--- src/rtl/cell_truth_sweep_ctrl.sv ---
// Truth-table sweep sequencer: walks a combinational cell through every input vector,
// samples its output after a settle time and accumulates mismatches against EXP_TABLE.
module cell_truth_sweep_ctrl #(
  parameter int unsigned N_IN = 6,
  parameter int unsigned SETTLE = 2,
  parameter logic [2**N_IN-1:0] EXP_TABLE = 64'h111F_111F_111F_FFFF
) (
  input  logic            clk,
  input  logic            rst,
  input  logic            start,
  input  logic            abort,
  input  logic            dut_zn,
  output logic [N_IN-1:0] vec_o,
  output logic            busy,
  output logic            done,
  output logic            pass,
  output logic [N_IN:0]   err_cnt,
  output logic            first_err_valid,
  output logic [N_IN-1:0] first_err_vec,
  output logic            samp_valid,
  output logic [N_IN-1:0] samp_vec,
  output logic            samp_zn
);

  localparam int unsigned CNT_W = 4;
  localparam int unsigned ERR_W = N_IN + 1;

  localparam logic [1:0] S_IDLE   = 2'd0;
  localparam logic [1:0] S_APPLY  = 2'd1;
  localparam logic [1:0] S_SAMPLE = 2'd2;
  localparam logic [1:0] S_DONE   = 2'd3;

  localparam logic [CNT_W-1:0] SETTLE_LD = CNT_W'(SETTLE);
  localparam logic [N_IN-1:0]  VEC_LAST  = '1;

  logic [1:0]       state, state_d;
  logic [CNT_W-1:0] cnt, cnt_d;
  logic [N_IN-1:0]  vec_d, first_err_vec_d, samp_vec_d;
  logic [ERR_W-1:0] err_cnt_d;
  logic             busy_d, done_d, pass_d, first_err_valid_d;
  logic             samp_valid_d, samp_zn_d;
  logic             exp_bit, mismatch;

  // Next-state and next-output logic; every output is registered below.
  always_comb begin
    state_d           = state;
    cnt_d             = cnt;
    vec_d             = vec_o;
    busy_d            = busy;
    done_d            = done;
    pass_d            = pass;
    err_cnt_d         = err_cnt;
    first_err_valid_d = first_err_valid;
    first_err_vec_d   = first_err_vec;
    samp_valid_d      = 1'b0;
    samp_vec_d        = samp_vec;
    samp_zn_d         = samp_zn;
    exp_bit           = EXP_TABLE[vec_o];
    // X/Z on the cell output must count as a failure, hence the case inequality.
    mismatch          = (dut_zn !== exp_bit);

    if (abort && busy) begin
      state_d = S_IDLE;
      vec_d   = '0;
      busy_d  = 1'b0;
      done_d  = 1'b0;
      pass_d  = 1'b0;
    end else begin
      case (state)
        S_IDLE, S_DONE: begin
          if (start) begin
            state_d           = S_APPLY;
            vec_d             = '0;
            cnt_d             = SETTLE_LD;
            err_cnt_d         = '0;
            first_err_valid_d = 1'b0;
            first_err_vec_d   = '0;
            done_d            = 1'b0;
            pass_d            = 1'b0;
            busy_d            = 1'b1;
          end
        end
        S_APPLY: begin
          if (cnt == CNT_W'(1)) begin
            state_d = S_SAMPLE;
          end else begin
            cnt_d = cnt - CNT_W'(1);
          end
        end
        S_SAMPLE: begin
          samp_valid_d = 1'b1;
          samp_vec_d   = vec_o;
          samp_zn_d    = dut_zn;
          if (mismatch) begin
            err_cnt_d = err_cnt + ERR_W'(1);
            if (!first_err_valid) begin
              first_err_valid_d = 1'b1;
              first_err_vec_d   = vec_o;
            end
          end
          if (vec_o == VEC_LAST) begin
            state_d = S_DONE;
            vec_d   = '0;
            busy_d  = 1'b0;
            done_d  = 1'b1;
            pass_d  = (err_cnt_d == '0);
          end else begin
            state_d = S_APPLY;
            vec_d   = vec_o + N_IN'(1);
            cnt_d   = SETTLE_LD;
          end
        end
        default: begin
          state_d = S_IDLE;
          vec_d   = '0;
          busy_d  = 1'b0;
        end
      endcase
    end
  end

  // State and output registers.
  always_ff @(posedge clk or posedge rst) begin
    if (rst) begin
      state           <= S_IDLE;
      cnt             <= '0;
      vec_o           <= '0;
      busy            <= 1'b0;
      done            <= 1'b0;
      pass            <= 1'b0;
      err_cnt         <= '0;
      first_err_valid <= 1'b0;
      first_err_vec   <= '0;
      samp_valid      <= 1'b0;
      samp_vec        <= '0;
      samp_zn         <= 1'b0;
    end else begin
      state           <= state_d;
      cnt             <= cnt_d;
      vec_o           <= vec_d;
      busy            <= busy_d;
      done            <= done_d;
      pass            <= pass_d;
      err_cnt         <= err_cnt_d;
      first_err_valid <= first_err_valid_d;
      first_err_vec   <= first_err_vec_d;
      samp_valid      <= samp_valid_d;
      samp_vec        <= samp_vec_d;
      samp_zn         <= samp_zn_d;
    end
  end

endmodule

--- config.mk ---
export PLATFORM = sky130hd
export DESIGN_NAME = cell_truth_sweep_ctrl
export DESIGN_NICKNAME = d
export VERILOG_FILES = /design/src/rtl/cell_truth_sweep_ctrl.sv
export SDC_FILE = /design/constraint.sdc
export NUM_CORES = 1
export LEC_CHECK = 0
export ABC_CLOCK_PERIOD_IN_PS = 4700
export CAP_MARGIN = 25
export CORE_UTILIZATION = 56
export CTS_CLUSTER_DIAMETER = 200
export DETAILED_ROUTE_END_ITERATION = 7
export PLACE_DENSITY_LB_ADDON = 0.2
export SLEW_MARGIN = 20
export SYNTH_ARGS = -nofsm -noshare
export SYNTH_HDL_FRONTEND = slang
export SYNTH_SLANG_ARGS = --single-unit
--- constraint.sdc ---
create_clock -name clk -period 4.7 [get_ports clk]
set_clock_uncertainty 0.1 [all_clocks]
set_input_delay 0.94 -clock clk [delete_from_list [all_inputs] [get_ports clk]]
set_output_delay 0.94 -clock clk [all_outputs]
set_load 0.05 [all_outputs]
==> results of run 1 <==
## final timing paths
kind | startpoint | to
setup reg to reg | vec_o[0] | pass
setup / recovery | vec_o[2] | vec_o[2]
hold reg to reg | samp_vec[2] | samp_vec[2]
max in group asynchronous | rst | err_cnt[2]
hold / removal | samp_vec[2] | samp_vec[2]
min in group asynchronous | rst | first_err_vec[4]
## layer usage
layer  vias to the layer above  track usage [%]
met3                         4             5.59
met5                         -                0
met2                        53             38.7
met1                       830             33.2
li1                        835                -
met4                         0             10.2
## flip-flops by register name, summed over array words and instances (netlist names)
| name | cells |
|---|---|
| first_err_valid | 1 |
| pass | 1 |
| state | 2 |
| busy | 1 |
| cnt | 4 |
| samp_vec | 6 |
| err_cnt | 7 |
| first_err_vec | 6 |
| samp_valid | 1 |
| done | 1 |
| samp_zn | 1 |
| vec_o | 6 |
## cell usage after synthesis (all sizes together), types with 2 or more instances
library cell	n
dfrtp	37
nand2	33
inv	17
o21ai	17
nand3	13
nor2	11
ha	8
a21oi	7
clkbuf	7
mux2i	6
and3	5
nand4	5
or3	5
a21o	4
a31oi	4
buf	4
xnor2	4
and2	3
nor2b	3
nor3	3
nor4	3
o31ai	3
xor2	3
nand2b	2
nor4bb	2
o22ai	2
o2bb2ai	2
## power groups by stage
| stage | logic [mW] | clock network, mW | registers, mW |
|---|---|---|---|
| 3_5_place_dp | 0.280 | 0 | 0.374 |
| 5_1_grt | 0.314 | 0.242 | 0.371 |
| 6_report | 0.284 | 0.228 | 0.368 |
| 2_1_floorplan | 0.175 | 0 | 0.412 |
| 4_1_cts | 0.284 | 0.230 | 0.368 |
| 3_3_place_gp | 0.274 | 0 | 0.374 |
## kinds of logic after synthesis
logic type                 synth area share, %
buffers and inverters                     5.49
AOI/OAI and AO/OA                         14.7
and+or+nand+nor                           22.6
DFF                                       46.1
muxes                                     2.99
xor gates and xnor gates                  3.05
adders and majority gates                 4.99
## per-stage QoR
step	hold slack, ns	worst slack (ns)	util (%)	power [mW]
after floorplan	0.411	2.26	-	0.587
after global placement	0.360	1.70	70.1	0.648
after detailed placement	0.370	1.59	70.1	0.654
after CTS	0.398	1.87	72.5	0.882
after global routing	0.412	1.83	72.5	0.926
final	0.392	1.88	72.5	0.880
## final cells by class
cell class / count / area, um^2
Sequential cell: 37 / 926
Fill cell: 263 / 933
Timing Repair Buffer: 36 / 358
Tap cell: 46 / 57.6
Clock inverter: 2 / 38.8
Inverter: 17 / 63.8
Multi-Input combinational cell: 157 / 971
Clock buffer: 6 / 41.3
## worst min-delay path: stages (launching register included)
cell,delay (ns)
dfrtp_1,0.36
nand2_1,0.05
nand2_1,0.06
## cells in the final DEF (no fill, tap or decap), types with 2 or more instances in the layout
master / n
a21o_1: 4
a21oi_1: 7
a31oi_1: 4
and2_1: 3
and3_1: 5
clkbuf_4: 5
clkdlybuf4s50_1: 35
dfrtp_1: 37
ha_1: 8
inv_1: 17
mux2i_1: 6
nand2_1: 33
nand2b_1: 2
nand3_1: 13
nand4_1: 5
nor2_1: 11
nor2b_1: 3
nor3_1: 3
nor4_1: 3
nor4bb_1: 2
o21ai_0: 16
o2bb2ai_1: 2
o31ai_1: 3
or3_1: 4
xnor2_1: 4
xor2_1: 3
==> flow_summary.json, run 1 <==
{
  "setup_tns_ns": 0,
  "core_um2": 3390,
  "dr.pass1.iters": 4,
  "layout.cells.non_filler": 301,
  "path_depth": 1,
  "wirelength_um": 4380,
  "synth_async_sr_flop_share_pct": 100,
  "synthTopCellsByArea": "dfrtp_1, nand2_1, ha_1",
  "required_ns": 3.66,
  "cts_buffers": 5,
  "p_int_mw": 0.561,
  "seqPwrFrac_pct": 41.8,
  "hp-class": "flop to flop",
  "wire_per_inst_um": 14.5,
  "drive_gt1_share_pct": 4.71,
  "synth_area_leader_cell": "dfrtp_1",
  "hold_violations": 0,
  "yosys_warnings": 0,
  "cts.sinks": 37,
  "synth_seq_area_share_pct": 46.1,
  "grt-ovfl-total": 0,
  "worstSetupPathType": "flop to output port",
  "cts_tree": "yes",
  "slowest_delay_ns": 0.87,
  "ys_ff_latch": 37,
  "die_x_um": 61.9,
  "powerDensity_nw_per_um2": 358,
  "synth_edf_count": 0,
  "path_buf_inv": 1,
  "syn_nets": 235,
  "ctsHoldBuffers": 0,
  "reg2reg_slack_ns": 2.24,
  "period_share_pct": 60.0,
  "max_slew_margin_pct": 49.2,
  "maxUsedRoutingLayer": "met4",
  "cts_repair_resize_count": 0,
  "vdd_drop_max_mv": 0.284,
  "post-route-min-period_ns": 2.82,
  "antenna_found_initial": 0,
  "start_util_pct": 59.2,
  "dr_wl_met2_um": 2110,
  "run_status": "completed",
  "grt_setup_unrepaired": "no",
  "viasPerCell": 5.72,
  "hpwl_um": 3050,
  "ant_nets": 0,
  "synthCells": 222,
  "num_vias": 1722,
  "combPwrFrac_pct": 32.2,
  "cp_top_family": "buffers and inverters",
  "crit_slowest_cell": "clkdlybuf4s50_1",
  "grt_start_max_net_pins": 38,
  "place_congestion": 0.847,
  "final-max-slew-violation-count": 0,
  "placed_area_um2": 2380,
  "grt_pass1_vias": 1506,
  "cp_max_fo": 10,
  "final_nets": 267,
  "design_area_um2": 2460,
  "remaining_drc_errors": 0,
  "die_height_um": 61.9,
  "met1_length_um": 1990,
  "initialDrtViolationCount": 93,
  "grt_use_total_pct": 24.7,
  "worstPathArrival_ns": 1.78,
  "leakagePower_nw": 1.13,
  "area_delta_synth_final_pct": 22.4,
  "cp_cell_sequence": "clkdlybuf4s50_1",
  "switchingPower_mw": 0.318,
  "maxCapViolations": 0,
  "netlist_area_um2": 2010,
  "antenna_cells": 0,
  "grt_pass1_wl_um": 6770,
  "placedCellCount": 293,
  "cts_max_path_buffers": 2,
  "tightest_slew_ns": 0.757,
  "cts-root-buf": "clkbuf_4",
  "fp.dieArea_um2": 3830,
  "yosysTopAreaCellShare_pct": 46.1,
  "setup_viol": 0,
  "clock_latency_ns": 0.36,
  "yosys_most_used_dff": "dfrtp_1",
  "avgSynthCellArea_um2": 9.04,
  "htree_levels": 2,
  "fp-row-count": 21,
  "cts.clk_slew.worst_paths_ns": 0.12,
  "route.met3.wl_um": 231,
  "portBuffers": 35,
  "sw_frac_of_total_pct": 36.2,
  "cp-start-kind": "flop",
  "postCtsSetupBuffers": 0,
  "ff2ff_path_depth": 6,
  "pin_count": 36,
  "synthDistinctLibCells": 38,
  "fmax_ghz": 0.355,
  "end_kind": "output port",
  "whs_path_depth": 2,
  "power.share.clock_pct": 26.0
}
Note: power is estimated with default switching activity, not from simulation.
==> run 2, diff against run 1 <==
--- a/config.mk
+++ b/config.mk
@@ -5,9 +5,9 @@
 export SDC_FILE = /design/constraint.sdc
 export NUM_CORES = 1
 export LEC_CHECK = 0
-export ABC_CLOCK_PERIOD_IN_PS = 4700
+export ABC_CLOCK_PERIOD_IN_PS = 2900
 export CAP_MARGIN = 25
-export CORE_UTILIZATION = 56
+export CORE_UTILIZATION = 52
 export CTS_CLUSTER_DIAMETER = 200
 export DETAILED_ROUTE_END_ITERATION = 7
 export PLACE_DENSITY_LB_ADDON = 0.2
==> constraint.sdc (replaced) <==
create_clock -name clk -period 2.9 [get_ports clk]
set_clock_uncertainty 0.1 [all_clocks]
set_input_delay 0.58 -clock clk [delete_from_list [all_inputs] [get_ports clk]]
set_output_delay 0.58 -clock clk [all_outputs]
set_load 0.05 [all_outputs]
==> flow_summary.json, run 2 (synthesized netlist as in run 1, its figures left out) <==
{
  "cts.sinks": 37,
  "cp_max_fo": 9,
  "ff2ff_path_depth": 6,
  "cp_top_family": "buffers and inverters",
  "drive_gt1_share_pct": 6.56,
  "layout.cells.non_filler": 307,
  "powerDensity_nw_per_um2": 628,
  "fmax_ghz": 0.421,
  "cts.clk_slew.worst_paths_ns": 0.07,
  "fp.dieArea_um2": 4110,
  "whs_path_depth": 2,
  "antenna_found_initial": 0,
  "crit_slowest_cell": "clkdlybuf4s50_1",
  "run_status": "completed",
  "ant_nets": 0,
  "grt_pass1_vias": 1544,
  "cts_repair_resize_count": 0,
  "fp-row-count": 22,
  "die_x_um": 64.1,
  "initialDrtViolationCount": 122,
  "cts_buffers": 5,
  "slowest_delay_ns": 0.87,
  "wirelength_um": 4330,
  "start_util_pct": 54.4,
  "postCtsSetupBuffers": 0,
  "hold_path.startpoint": "samp_zn",
  "switchingPower_mw": 0.517,
  "vdd_drop_max_mv": 0.410,
  "viasPerCell": 5.53,
  "end_kind": "output port",
  "seqPwrFrac_pct": 37.3,
  "htree_levels": 2,
  "final_common_cell": "dfrtp_1",
  "required_ns": 2.22,
  "final_nets": 271,
  "setup_viol": 0,
  "r2r-end": "pass",
  "reg2reg_slack_ns": 0.58,
  "leakagePower_nw": 1.17,
  "worstPathArrival_ns": 1.69,
  "layout_common_cells": "dfrtp_1, clkdlybuf4s50_1, nand2_1",
  "dr.pass1.iters": 4,
  "multi_input_area_um2": 971,
  "grt_setup_unrepaired": "no",
  "grt_start_max_net_pins": 38,
  "sw_frac_of_total_pct": 32.4,
  "cp-start-kind": "flop",
  "path_buf_inv": 1,
  "top_register": "err_cnt",
  "max_slew_margin_pct": 60.7,
  "num_vias": 1697,
  "post-route-min-period_ns": 2.37,
  "portBuffers": 35,
  "power.total_mw": 1.60,
  "place_congestion": 0.862,
  "grt_pass1_wl_um": 7390,
  "hp-class": "flop to flop",
  "tightest_slew_ns": 0.584,
  "clock_latency_ns": 0.29,
  "die_height_um": 64.1,
  "area_delta_synth_final_pct": 26.7,
  "worstSetupPathType": "flop to output port",
  "core_um2": 3690,
  "final_core_util_pct": 68.9,
  "hold_violations": 0,
  "largest_reg_flops": 7,
  "wire_per_inst_um": 14.1,
  "min_to": "samp_zn",
  "remaining_drc_errors": 0,
  "cp_cell_sequence": "clkdlybuf4s50_1",
  "p_int_mw": 1.08,
  "power.share.clock_pct": 33.3,
  "cts_tree": "yes",
  "pin_count": 36,
  "setup_tns_ns": 0,
  "cts_max_path_buffers": 2,
  "cts-root-buf": "clkbuf_8",
  "maxCapViolations": 0,
  "seq_area_um2": 926,
  "grt-ovfl-total": 0,
  "period_share_pct": 81.8,
  "placedCellCount": 299,
  "hpwl_um": 3060,
  "antenna_cells": 0,
  "combPwrFrac_pct": 29.4,
  "final-max-slew-violation-count": 0,
  "grt_use_total_pct": 24.0,
  "reg2reg_from": "vec_o[0]",
  "ctsHoldBuffers": 0,
  "fillers": 314
}
-- run 2: cell types whose count changed in the layout (fill, tap and decap cells not counted), sizes merged --
cell,delta
buf,+4
bufinv,+1
clkbuf,-1
-- run 2: final cells by class --
type	instances	area share [%]
multi-input combinational	157	38.2
sequential	37	36.4
timing repair buffer	40	15.3
clock buffer	5	2.71
clock inverter	3	2.56
inverter	17	2.51
tap	48	2.36
-- run 2: worst max path at each step --
| stage | start | endpoint | slack (ns) | depth (start not counted) |
|---|---|---|---|---|
| final | vec_o[4] | vec_o[4] | 0.53 | 1 |
| after global routing | vec_o[0] | pass | 0.44 | 6 |
| after CTS | vec_o[4] | vec_o[4] | 0.52 | 1 |
| after detailed placement | dut_zn | pass | 0.31 | 5 |
| after global placement | dut_zn | pass | 0.34 | 5 |
| after floorplan | vec_o[0] | pass | 0.46 | 6 |
-- run 2: worst register-to-register path: cells and delay by family, from the launching register on --
| kind | cells | cell delay, ns |
|---|---|---|
| adders and majority gates | 1 | 0.25 |
| buffers and inverters | 1 | 0.14 |
| AOI/OAI and AO/OA | 3 | 0.88 |
| DFF | 1 | 0.45 |
| and+or+nand+nor | 1 | 0.45 |
-- run 2: per-layer routing --
layer  track usage (%)  vias up  share of wire, %
met5                 0        -                 0
met4              11.4        0               1.7
met3              5.18        5               4.0
met2              34.2       48                45
met1              34.7      795                50
li1                  -      849                 -
-- run 2: power groups by stage --
stage	registers, mW	clock network, mW	logic, mW
CTS	0.595	0.537	0.470
floorplan	0.668	0	0.283
detailed placement	0.605	0	0.468
finish	0.595	0.531	0.470
global placement	0.604	0	0.461
global route	0.602	0.561	0.522
-- run 2: per-stage QoR --
stage	setup WS, ns	instance area [um^2]	hold slack, ns
after detailed placement	0.312	2410	0.361
final	0.527	2540	0.376
after global routing	0.441	2540	0.395
after CTS	0.518	2540	0.379
after global placement	0.340	2410	0.356
after floorplan	0.464	2010	0.411
